$ cat src/rtl/mul_sequencer_pkg.sv
// -----------------------------------------------------------------------------
// rv32i_types: shared RV32 M-extension types for the multiply sequencer.
//   mul_ops        - operation select driven to the multiplier
//   F3_*           - funct3 encodings of the multiply instructions
//   funct3_to_op   - decode of funct3 into mul_ops
//   select_result  - picks the rd value out of a 64-bit product
// -----------------------------------------------------------------------------
package rv32i_types;

    typedef enum logic [1:0] {
        mul_lo = 2'b00,   // MUL    : low word, signedness irrelevant
        mul_ss = 2'b01,   // MULH   : signed x signed
        mul_su = 2'b10,   // MULHSU : signed x unsigned
        mul_uu = 2'b11    // MULHU  : unsigned x unsigned
    } mul_ops;

    localparam logic [2:0] F3_MUL    = 3'b000;
    localparam logic [2:0] F3_MULH   = 3'b001;
    localparam logic [2:0] F3_MULHSU = 3'b010;
    localparam logic [2:0] F3_MULHU  = 3'b011;

    function automatic mul_ops funct3_to_op(input logic [2:0] funct3);
        mul_ops op;
        case (funct3)
            F3_MUL:    op = mul_lo;
            F3_MULH:   op = mul_ss;
            F3_MULHSU: op = mul_su;
            F3_MULHU:  op = mul_uu;
            default:   op = mul_lo;
        endcase
        return op;
    endfunction

    // MUL takes the low word; every high-word variant takes bits 63:32.
    function automatic logic [31:0] select_result(input mul_ops op, input logic [63:0] product);
        logic [31:0] rd;
        if (op == mul_lo) begin
            rd = product[31:0];
        end else begin
            rd = product[63:32];
        end
        return rd;
    endfunction

endpackage

$ cat src/rtl/mul_sequencer_if.sv
// -----------------------------------------------------------------------------
// mul_sequencer_if: EX-stage request/response and multiplier handshake.
//   master - environment side: issues requests, flush, returns products
//   slave  - sequencer side: stall/response and multiplier command
// -----------------------------------------------------------------------------
interface mul_sequencer_if;
    import rv32i_types::*;

    logic        req_valid;
    logic [2:0]  req_funct3;
    logic [31:0] req_rs1;
    logic [31:0] req_rs2;
    logic        flush;
    logic        stall;
    logic        resp_valid;
    logic [31:0] resp_data;
    logic        mul_start;
    logic [31:0] mul_a;
    logic [31:0] mul_b;
    mul_ops      mul_op;
    logic [63:0] mul_result;
    logic        mul_done;

    modport master (
        output req_valid, req_funct3, req_rs1, req_rs2, flush, mul_result, mul_done,
        input  stall, resp_valid, resp_data, mul_start, mul_a, mul_b, mul_op
    );

    modport slave (
        input  req_valid, req_funct3, req_rs1, req_rs2, flush, mul_result, mul_done,
        output stall, resp_valid, resp_data, mul_start, mul_a, mul_b, mul_op
    );

endinterface

$ cat src/rtl/mul_sequencer_cache.sv
// -----------------------------------------------------------------------------
// mul_result_cache: single-entry last-result cache for the multiply sequencer.
//   clk, rst                       - clock, synchronous active-high reset
//   lookup_rs1/rs2/op -> hit       - combinational compare against the entry
//   hit_product                    - stored 64-bit product
//   wr_en, wr_rs1/rs2/op/product   - overwrite the entry and mark it valid
// A MUL request hits on any stored op: the low product word does not depend
// on operand signedness.
// -----------------------------------------------------------------------------
module mul_result_cache
    import rv32i_types::*;
#(
    parameter int CACHE_EN = 1
) (
    input  logic        clk,
    input  logic        rst,
    input  logic [31:0] lookup_rs1,
    input  logic [31:0] lookup_rs2,
    input  mul_ops      lookup_op,
    output logic        hit,
    output logic [63:0] hit_product,
    input  logic        wr_en,
    input  logic [31:0] wr_rs1,
    input  logic [31:0] wr_rs2,
    input  mul_ops      wr_op,
    input  logic [63:0] wr_product
);

    logic        valid_r;
    logic [31:0] rs1_r;
    logic [31:0] rs2_r;
    mul_ops      op_r;
    logic [63:0] product_r;

    // Entry storage: cleared on reset, replaced on every write.
    always_ff @(posedge clk) begin
        if (rst) begin
            valid_r   <= 1'b0;
            rs1_r     <= 32'd0;
            rs2_r     <= 32'd0;
            op_r      <= mul_lo;
            product_r <= 64'd0;
        end else if (wr_en) begin
            valid_r   <= 1'b1;
            rs1_r     <= wr_rs1;
            rs2_r     <= wr_rs2;
            op_r      <= wr_op;
            product_r <= wr_product;
        end
    end

    // Hit compare against the single stored entry.
    always_comb begin
        hit = 1'b0;
        if ((CACHE_EN != 0) && valid_r && (lookup_rs1 == rs1_r) && (lookup_rs2 == rs2_r)
            && ((lookup_op == op_r) || (lookup_op == mul_lo))) begin
            hit = 1'b1;
        end else begin
            hit = 1'b0;
        end
    end

    assign hit_product = product_r;

endmodule

$ cat src/rtl/mul_sequencer.sv
// -----------------------------------------------------------------------------
// mul_sequencer: sequences RV32 M-extension multiplies from EX onto a
// multi-cycle multiplier, short-circuiting repeats through a result cache.
//   clk, rst         - clock, synchronous active-high reset (shared with the
//                      multiplier, so no stale mul_done follows a reset)
//   bus (slave)      - request/flush/stall/response and multiplier handshake
//   perf_issue_cnt   - multiplier issues (wraps)
//   perf_hit_cnt     - cache hits (wraps)
// A flush after mul_start has gone out parks the FSM in DRAIN until the
// multiplier's mul_done, whose result is thrown away.
// -----------------------------------------------------------------------------
module mul_sequencer
    import rv32i_types::*;
#(
    parameter int CACHE_EN = 1
) (
    input  logic         clk,
    input  logic         rst,
    mul_sequencer_if.slave bus,
    output logic [31:0]  perf_issue_cnt,
    output logic [31:0]  perf_hit_cnt
);

    typedef enum logic [2:0] {
        IDLE  = 3'd0,
        ISSUE = 3'd1,
        WAIT  = 3'd2,
        DRAIN = 3'd3,
        RESP  = 3'd4
    } state_t;

    state_t      state_r;
    state_t      state_s;
    logic        cache_wr_s;
    logic        accept_s;
    logic        hit_s;
    logic [63:0] hit_product_s;
    mul_ops      req_op_s;
    logic [31:0] mul_a_r;
    logic [31:0] mul_b_r;
    mul_ops      mul_op_r;
    logic [31:0] resp_data_r;
    logic [31:0] issue_cnt_r;
    logic [31:0] hit_cnt_r;

    assign req_op_s = funct3_to_op(bus.req_funct3);
    assign accept_s = (state_r == IDLE) && bus.req_valid && !bus.flush;

    mul_result_cache #(.CACHE_EN(CACHE_EN)) u_cache (
        .clk         (clk),
        .rst         (rst),
        .lookup_rs1  (bus.req_rs1),
        .lookup_rs2  (bus.req_rs2),
        .lookup_op   (req_op_s),
        .hit         (hit_s),
        .hit_product (hit_product_s),
        .wr_en       (cache_wr_s),
        .wr_rs1      (mul_a_r),
        .wr_rs2      (mul_b_r),
        .wr_op       (mul_op_r),
        .wr_product  (bus.mul_result)
    );

    // FSM state register.
    always_ff @(posedge clk) begin
        if (rst) begin
            state_r <= IDLE;
        end else begin
            state_r <= state_s;
        end
    end

    // Next-state decode and cache write strobe.
    always_comb begin
        state_s    = state_r;
        cache_wr_s = 1'b0;
        case (state_r)
            IDLE: begin
                if (accept_s) begin
                    state_s = hit_s ? RESP : ISSUE;
                end else begin
                    state_s = IDLE;
                end
            end
            // mul_start goes out regardless of flush, so a flush must drain.
            ISSUE: state_s = bus.flush ? DRAIN : WAIT;
            WAIT: begin
                if (bus.flush) begin
                    state_s = bus.mul_done ? IDLE : DRAIN;
                end else if (bus.mul_done) begin
                    state_s    = RESP;
                    cache_wr_s = 1'b1;
                end else begin
                    state_s = WAIT;
                end
            end
            DRAIN: state_s = bus.mul_done ? IDLE : DRAIN;
            RESP:  state_s = IDLE;
            default: state_s = IDLE;
        endcase
    end

    // Handshake outputs decoded from the registered state.
    always_comb begin
        bus.mul_start  = (state_r == ISSUE);
        bus.resp_valid = (state_r == RESP) && !bus.flush;
        if (state_r == IDLE) begin
            bus.stall = bus.req_valid;
        end else begin
            bus.stall = !((state_r == RESP) && !bus.flush);
        end
    end

    // Operand/op capture, response latch and performance counters.
    always_ff @(posedge clk) begin
        if (rst) begin
            mul_a_r     <= 32'd0;
            mul_b_r     <= 32'd0;
            mul_op_r    <= mul_lo;
            resp_data_r <= 32'd0;
            issue_cnt_r <= 32'd0;
            hit_cnt_r   <= 32'd0;
        end else begin
            if (accept_s && hit_s) begin
                resp_data_r <= select_result(req_op_s, hit_product_s);
                hit_cnt_r   <= hit_cnt_r + 32'd1;
            end else if (accept_s) begin
                mul_a_r  <= bus.req_rs1;
                mul_b_r  <= bus.req_rs2;
                mul_op_r <= req_op_s;
            end
            if (state_r == ISSUE) begin
                issue_cnt_r <= issue_cnt_r + 32'd1;
            end
            if (cache_wr_s) begin
                resp_data_r <= select_result(mul_op_r, bus.mul_result);
            end
        end
    end

    assign bus.mul_a       = mul_a_r;
    assign bus.mul_b       = mul_b_r;
    assign bus.mul_op      = mul_op_r;
    assign bus.resp_data   = resp_data_r;
    assign perf_issue_cnt  = issue_cnt_r;
    assign perf_hit_cnt    = hit_cnt_r;

endmodule

$ cat src/flat_wrapper.sv
// flat-port wrapper written by rule: the top's interface ports become plain ports
module mul_sequencer_flat import rv32i_types::*;
#(
    parameter int CACHE_EN = 1
)
  (clk, rst, perf_issue_cnt, perf_hit_cnt, bus_req_valid, bus_req_funct3, bus_req_rs1, bus_req_rs2, bus_flush, bus_mul_result, bus_mul_done, bus_stall, bus_resp_valid, bus_resp_data, bus_mul_start, bus_mul_a, bus_mul_b, bus_mul_op);
  mul_sequencer_if bus_i ();
  input  logic clk;
  input  logic rst;
  output logic [31:0] perf_issue_cnt;
  output logic [31:0] perf_hit_cnt;
  input wire logic [$bits(bus_i.req_valid)-1:0] bus_req_valid;
  input wire logic [$bits(bus_i.req_funct3)-1:0] bus_req_funct3;
  input wire logic [$bits(bus_i.req_rs1)-1:0] bus_req_rs1;
  input wire logic [$bits(bus_i.req_rs2)-1:0] bus_req_rs2;
  input wire logic [$bits(bus_i.flush)-1:0] bus_flush;
  input wire logic [$bits(bus_i.mul_result)-1:0] bus_mul_result;
  input wire logic [$bits(bus_i.mul_done)-1:0] bus_mul_done;
  output wire logic [$bits(bus_i.stall)-1:0] bus_stall;
  output wire logic [$bits(bus_i.resp_valid)-1:0] bus_resp_valid;
  output wire logic [$bits(bus_i.resp_data)-1:0] bus_resp_data;
  output wire logic [$bits(bus_i.mul_start)-1:0] bus_mul_start;
  output wire logic [$bits(bus_i.mul_a)-1:0] bus_mul_a;
  output wire logic [$bits(bus_i.mul_b)-1:0] bus_mul_b;
  output wire logic [$bits(bus_i.mul_op)-1:0] bus_mul_op;
  assign bus_i.req_valid = bus_req_valid;
  assign bus_i.req_funct3 = bus_req_funct3;
  assign bus_i.req_rs1 = bus_req_rs1;
  assign bus_i.req_rs2 = bus_req_rs2;
  assign bus_i.flush = bus_flush;
  assign bus_i.mul_result = bus_mul_result;
  assign bus_i.mul_done = bus_mul_done;
  assign bus_stall = bus_i.stall;
  assign bus_resp_valid = bus_i.resp_valid;
  assign bus_resp_data = bus_i.resp_data;
  assign bus_mul_start = bus_i.mul_start;
  assign bus_mul_a = bus_i.mul_a;
  assign bus_mul_b = bus_i.mul_b;
  assign bus_mul_op = bus_i.mul_op;
  mul_sequencer #(.CACHE_EN(CACHE_EN)) u_core (.clk(clk), .rst(rst), .bus(bus_i), .perf_issue_cnt(perf_issue_cnt), .perf_hit_cnt(perf_hit_cnt));
endmodule
$ cat config.mk
export PLATFORM = sky130hd
export DESIGN_NAME = mul_sequencer_flat
export DESIGN_NICKNAME = d
export VERILOG_FILES = /design/src/rtl/mul_sequencer_pkg.sv /design/src/rtl/mul_sequencer_if.sv /design/src/rtl/mul_sequencer_cache.sv /design/src/rtl/mul_sequencer.sv /design/src/flat_wrapper.sv
export SDC_FILE = /design/constraint.sdc
export NUM_CORES = 1
export LEC_CHECK = 0
export BUFFER_PORTS_ARGS = -buffer_cell sky130_fd_sc_hd__buf_2
export CORE_MARGIN = 3
export CORE_UTILIZATION = 50
export CTS_BUF_LIST = sky130_fd_sc_hd__clkbuf_4
export DETAILED_ROUTE_END_ITERATION = 8
export PLACE_DENSITY = 0.8
export SYNTH_ARGS = -nofsm -noshare
export SYNTH_HDL_FRONTEND = slang
export SYNTH_SLANG_ARGS = --single-unit
$ cat constraint.sdc
create_clock -name clk -period 5.1 [get_ports clk]
set_input_delay 0.255 -clock clk [delete_from_list [all_inputs] [get_ports clk]]
set_output_delay 0.255 -clock clk [all_outputs]
set_load 0.02 [all_outputs]
==> impl_metrics.ini <==
[place]
dp.cells = 1988
port_buffers = 300
dp_hpwl_microns = 23500
gp_congestion = 0.849

[detailed_routing]
wl_microns = 39800
via_per_inst = 5.49
drt-initial-drc-count = 1343
dr.pass1.iters = 5
vias = 12394
drc = 0
routedWlPerCell_microns = 17.6
ant_nets = 0

[timing]
slew_viol_final = 0
worst_slew_pin_slew_ns = 1.11
setup_viol = 0
rsz0062_at_grt = no
period_needed_ns = 3.16
period_share = 0.619
fmax_mhz = 317
slew_headroom = 0.260
hold_viol = 0
setup_tns_ns = 0
skew_ns = 0.0634

[layout]
drive_above_1_share = 0.255
final_cells = 2257
nets = 2015
multiInputGateArea_sq_um = 6340
area_growth_pct = 31.1
regArea_sq_um = 5930
fill_cells = 1817

[synth]
ys_seq_elements = 296
synth_top_area_cell = dfxtp_1
synth-async-reset-ratio = 0
syn_inst = 1450
synth-warning-count = 0
synthFlopType = dfxtp_1
yosysMostFrequentCell = dfxtp_1
ys_seq_area_frac = 0.467
avgSynthCellArea_sq_um = 8.74
post_synth_instance_area_sq_um = 12700
synth_area_leaders = dfxtp_1 (47%), mux2i_1 (10%), nand2_1 (8.3%)
synth.top_cell.area_share = 0.467
synth_nets = 1588
synth_edf_count = 0
ys_types = 50
ys_top_cells_by_count = dfxtp_1 (296), nand2_1 (281), a21oi_1 (142)

[clocking]
cts_buffers = 78
cts_tree = done
htreeDepth = 3
clock_path_buffers = 3
cts_sinks = 296
clkTransAtPathRegs_ns = 0.07
post-cts-setup-buffers = 0
clock-root-buffer = clkbuf_4
insertion_delay_ns = 0.69

[floorplanning]
dieHeight_microns = 165
top_level_ports = 301
start_util = 0.515
rows = 57
dieArea_sq_um = 27300
die_w_microns = 165
coreArea_sq_um = 24600

[grt]
met2_usage = 0.476
grt_pass1_vias = 12334
globalRouteOverflowTotal = 0
grt_pass1_wl_microns = 61600
antenna_found_initial = 2
use_met1 = 0.322
use_met3 = 0.0741
busiest_layer = met2
track_usage = 0.280
grt_max_degree = 151

[critical_path]
worst_path_dominant_cell_family = simple AND/OR/NAND/NOR gates
crit_path_end_kind = register
cp.required_ns = 5.63
cp.depth = 8
crit_start = u_core.u_cache.rs1_r[8]
r2r_slack_ns = 1.94
critPathMaxStageDelay_ns = 0.60
cp_common_cell = nand4_1
r2r-end = u_core.perf_hit_cnt[16]
crit_slowest_cell = buf_4
cp_num_buf_inv = 1
ff2ff_path_depth = 8
startpoint_type = register
path_cells = xnor2_1, nand4_1, nor4_1, nand4_2, nor3_2, buf_4, nand4_1, mux2_2
r2r-start = u_core.u_cache.rs1_r[8]
crit_type = reg2reg
critPathCapture = u_core.perf_hit_cnt[16]
arrival_ns = 3.69
cp_max_fo = 41

[flow_run]
maxCapViolations = 0

[power]
p_per_area_nw_per_um2 = 300
p_leak_nw = 6.93
ir_drop_uv = 246

[run_status]
status = completed

[min_path]
min_path_type = in2reg
routing by layer:
metal,share of wire,wire [microns]
met2,0.48,19000
met1,0.39,15700
met3,0.078,3090
met5,0.00033,13
met4,0.050,1970
tightest hold or removal path, stage by stage:
cell     delay, ns
buf_2         0.14
a21o_1        0.12
a21oi_1       0.05
nor3_1        0.11
power breakdown:
part	internal (mW)	total (mW)	switching (mW)
clock network	1.02	2.00	0.988
registers	2.37	2.41	0.0427
logic	0.247	0.573	0.325
cell type report:
type	instances	area share
clock buffer	112	0.0506
tap	324	0.0244
multi-input combinational	1038	0.382
sequential	296	0.357
antenna	2	0.000301
clock inverter	22	0.00670
timing repair buffer	442	0.175
inverter	21	0.00474
state kept, by name (all words and copies together) (netlist names):
name / cells
u_core.bus.mul_op: 2
u_core.bus.mul_a: 32
u_core.u_cache.op_r: 2
u_core.perf_hit_cnt: 32
u_core.bus.mul_b: 32
u_core.u_cache.rs2_r: 32
u_core.bus.resp_data: 32
u_core.u_cache.rs1_r: 32
u_core.u_cache.valid_r: 1
u_core.u_cache.hit_product: 64
u_core.state_r: 3
u_core.perf_issue_cnt: 32
how the worst min path moves through the flow:
| stage | from | end | depth (start not counted) |
|---|---|---|---|
| global placement | u_core.u_cache.hit_product[16] | u_core.u_cache.hit_product[16] | 2 |
| global route | bus_flush | u_core.state_r[0] | 4 |
| CTS | bus_flush | u_core.state_r[0] | 4 |
| finish | bus_flush | u_core.state_r[0] | 4 |
| detailed placement | u_core.u_cache.hit_product[23] | u_core.u_cache.hit_product[23] | 2 |
| floorplan | bus_mul_result[0] | u_core.u_cache.hit_product[0] | 2 |
cells by family after synthesis:
family | after synthesis | synth area share
AND/OR/NAND/NOR | 570 | 0.201
flip-flops | 296 | 0.467
AO/OA/AOI/OAI | 211 | 0.0953
multiplexers | 178 | 0.145
buffers and inverters | 116 | 0.0355
XOR/XNOR | 77 | 0.0532
adder cells (fa/ha/maj) | 2 | 0.00197
layout by cell type, fill, tap and decap left out, drive strengths merged, types with 3 or more instances in the layout:
| cell type | Yosys | final |
|---|---|---|
| or3 | 4 | 4 |
| nand2 | 281 | 281 |
| o2111ai | 4 | 4 |
| nand3 | 23 | 23 |
| nor2 | 131 | 131 |
| nor4 | 14 | 14 |
| nor3 | 8 | 8 |
| clkinvlp | 0 | 3 |
| a31o | 4 | 4 |
| dfxtp | 296 | 296 |
| inv | 21 | 21 |
| and2 | 4 | 4 |
| nor2b | 24 | 24 |
| clkbuf | 82 | 113 |
| o31ai | 4 | 4 |
| or4 | 5 | 5 |
| nand4 | 22 | 22 |
| o21ai | 6 | 6 |
| and3 | 20 | 20 |
| and4 | 7 | 7 |
| nand2b | 20 | 20 |
| mux2i | 131 | 131 |
| mux2 | 47 | 47 |
| a21oi | 142 | 142 |
| xor2 | 27 | 27 |
| o22ai | 37 | 37 |
| dlygate4sd3 | 0 | 133 |
| a2111o | 3 | 3 |
| buf | 13 | 308 |
| xnor2 | 50 | 50 |
| clkinv | 0 | 19 |
through the flow:
| step | utilization | hold WS [ns] | setup WS [ns] | total power [mW] | instance area [sq um] |
|---|---|---|---|---|---|
| 2_1_floorplan | - | 0.391 | 2.43 | 2.74 | 12700 |
| 3_3_place_gp | 0.582 | 0.439 | 2.05 | 2.92 | 14300 |
| 3_5_place_dp | 0.582 | 0.444 | 1.97 | 2.93 | 14300 |
| 4_1_cts | 0.675 | 0.0184 | 1.99 | 4.99 | 16600 |
| 5_1_grt | 0.675 | 0.0571 | 1.73 | 5.20 | 16600 |
| 6_report | 0.675 | 0.0751 | 1.94 | 4.98 | 16600 |
timing repair:
item,in CTS,in global routing
hold buffers,133,0
hold endpoints to repair,164,0
gates resized for setup,0,0
Power figures use the tool's default switching activity.
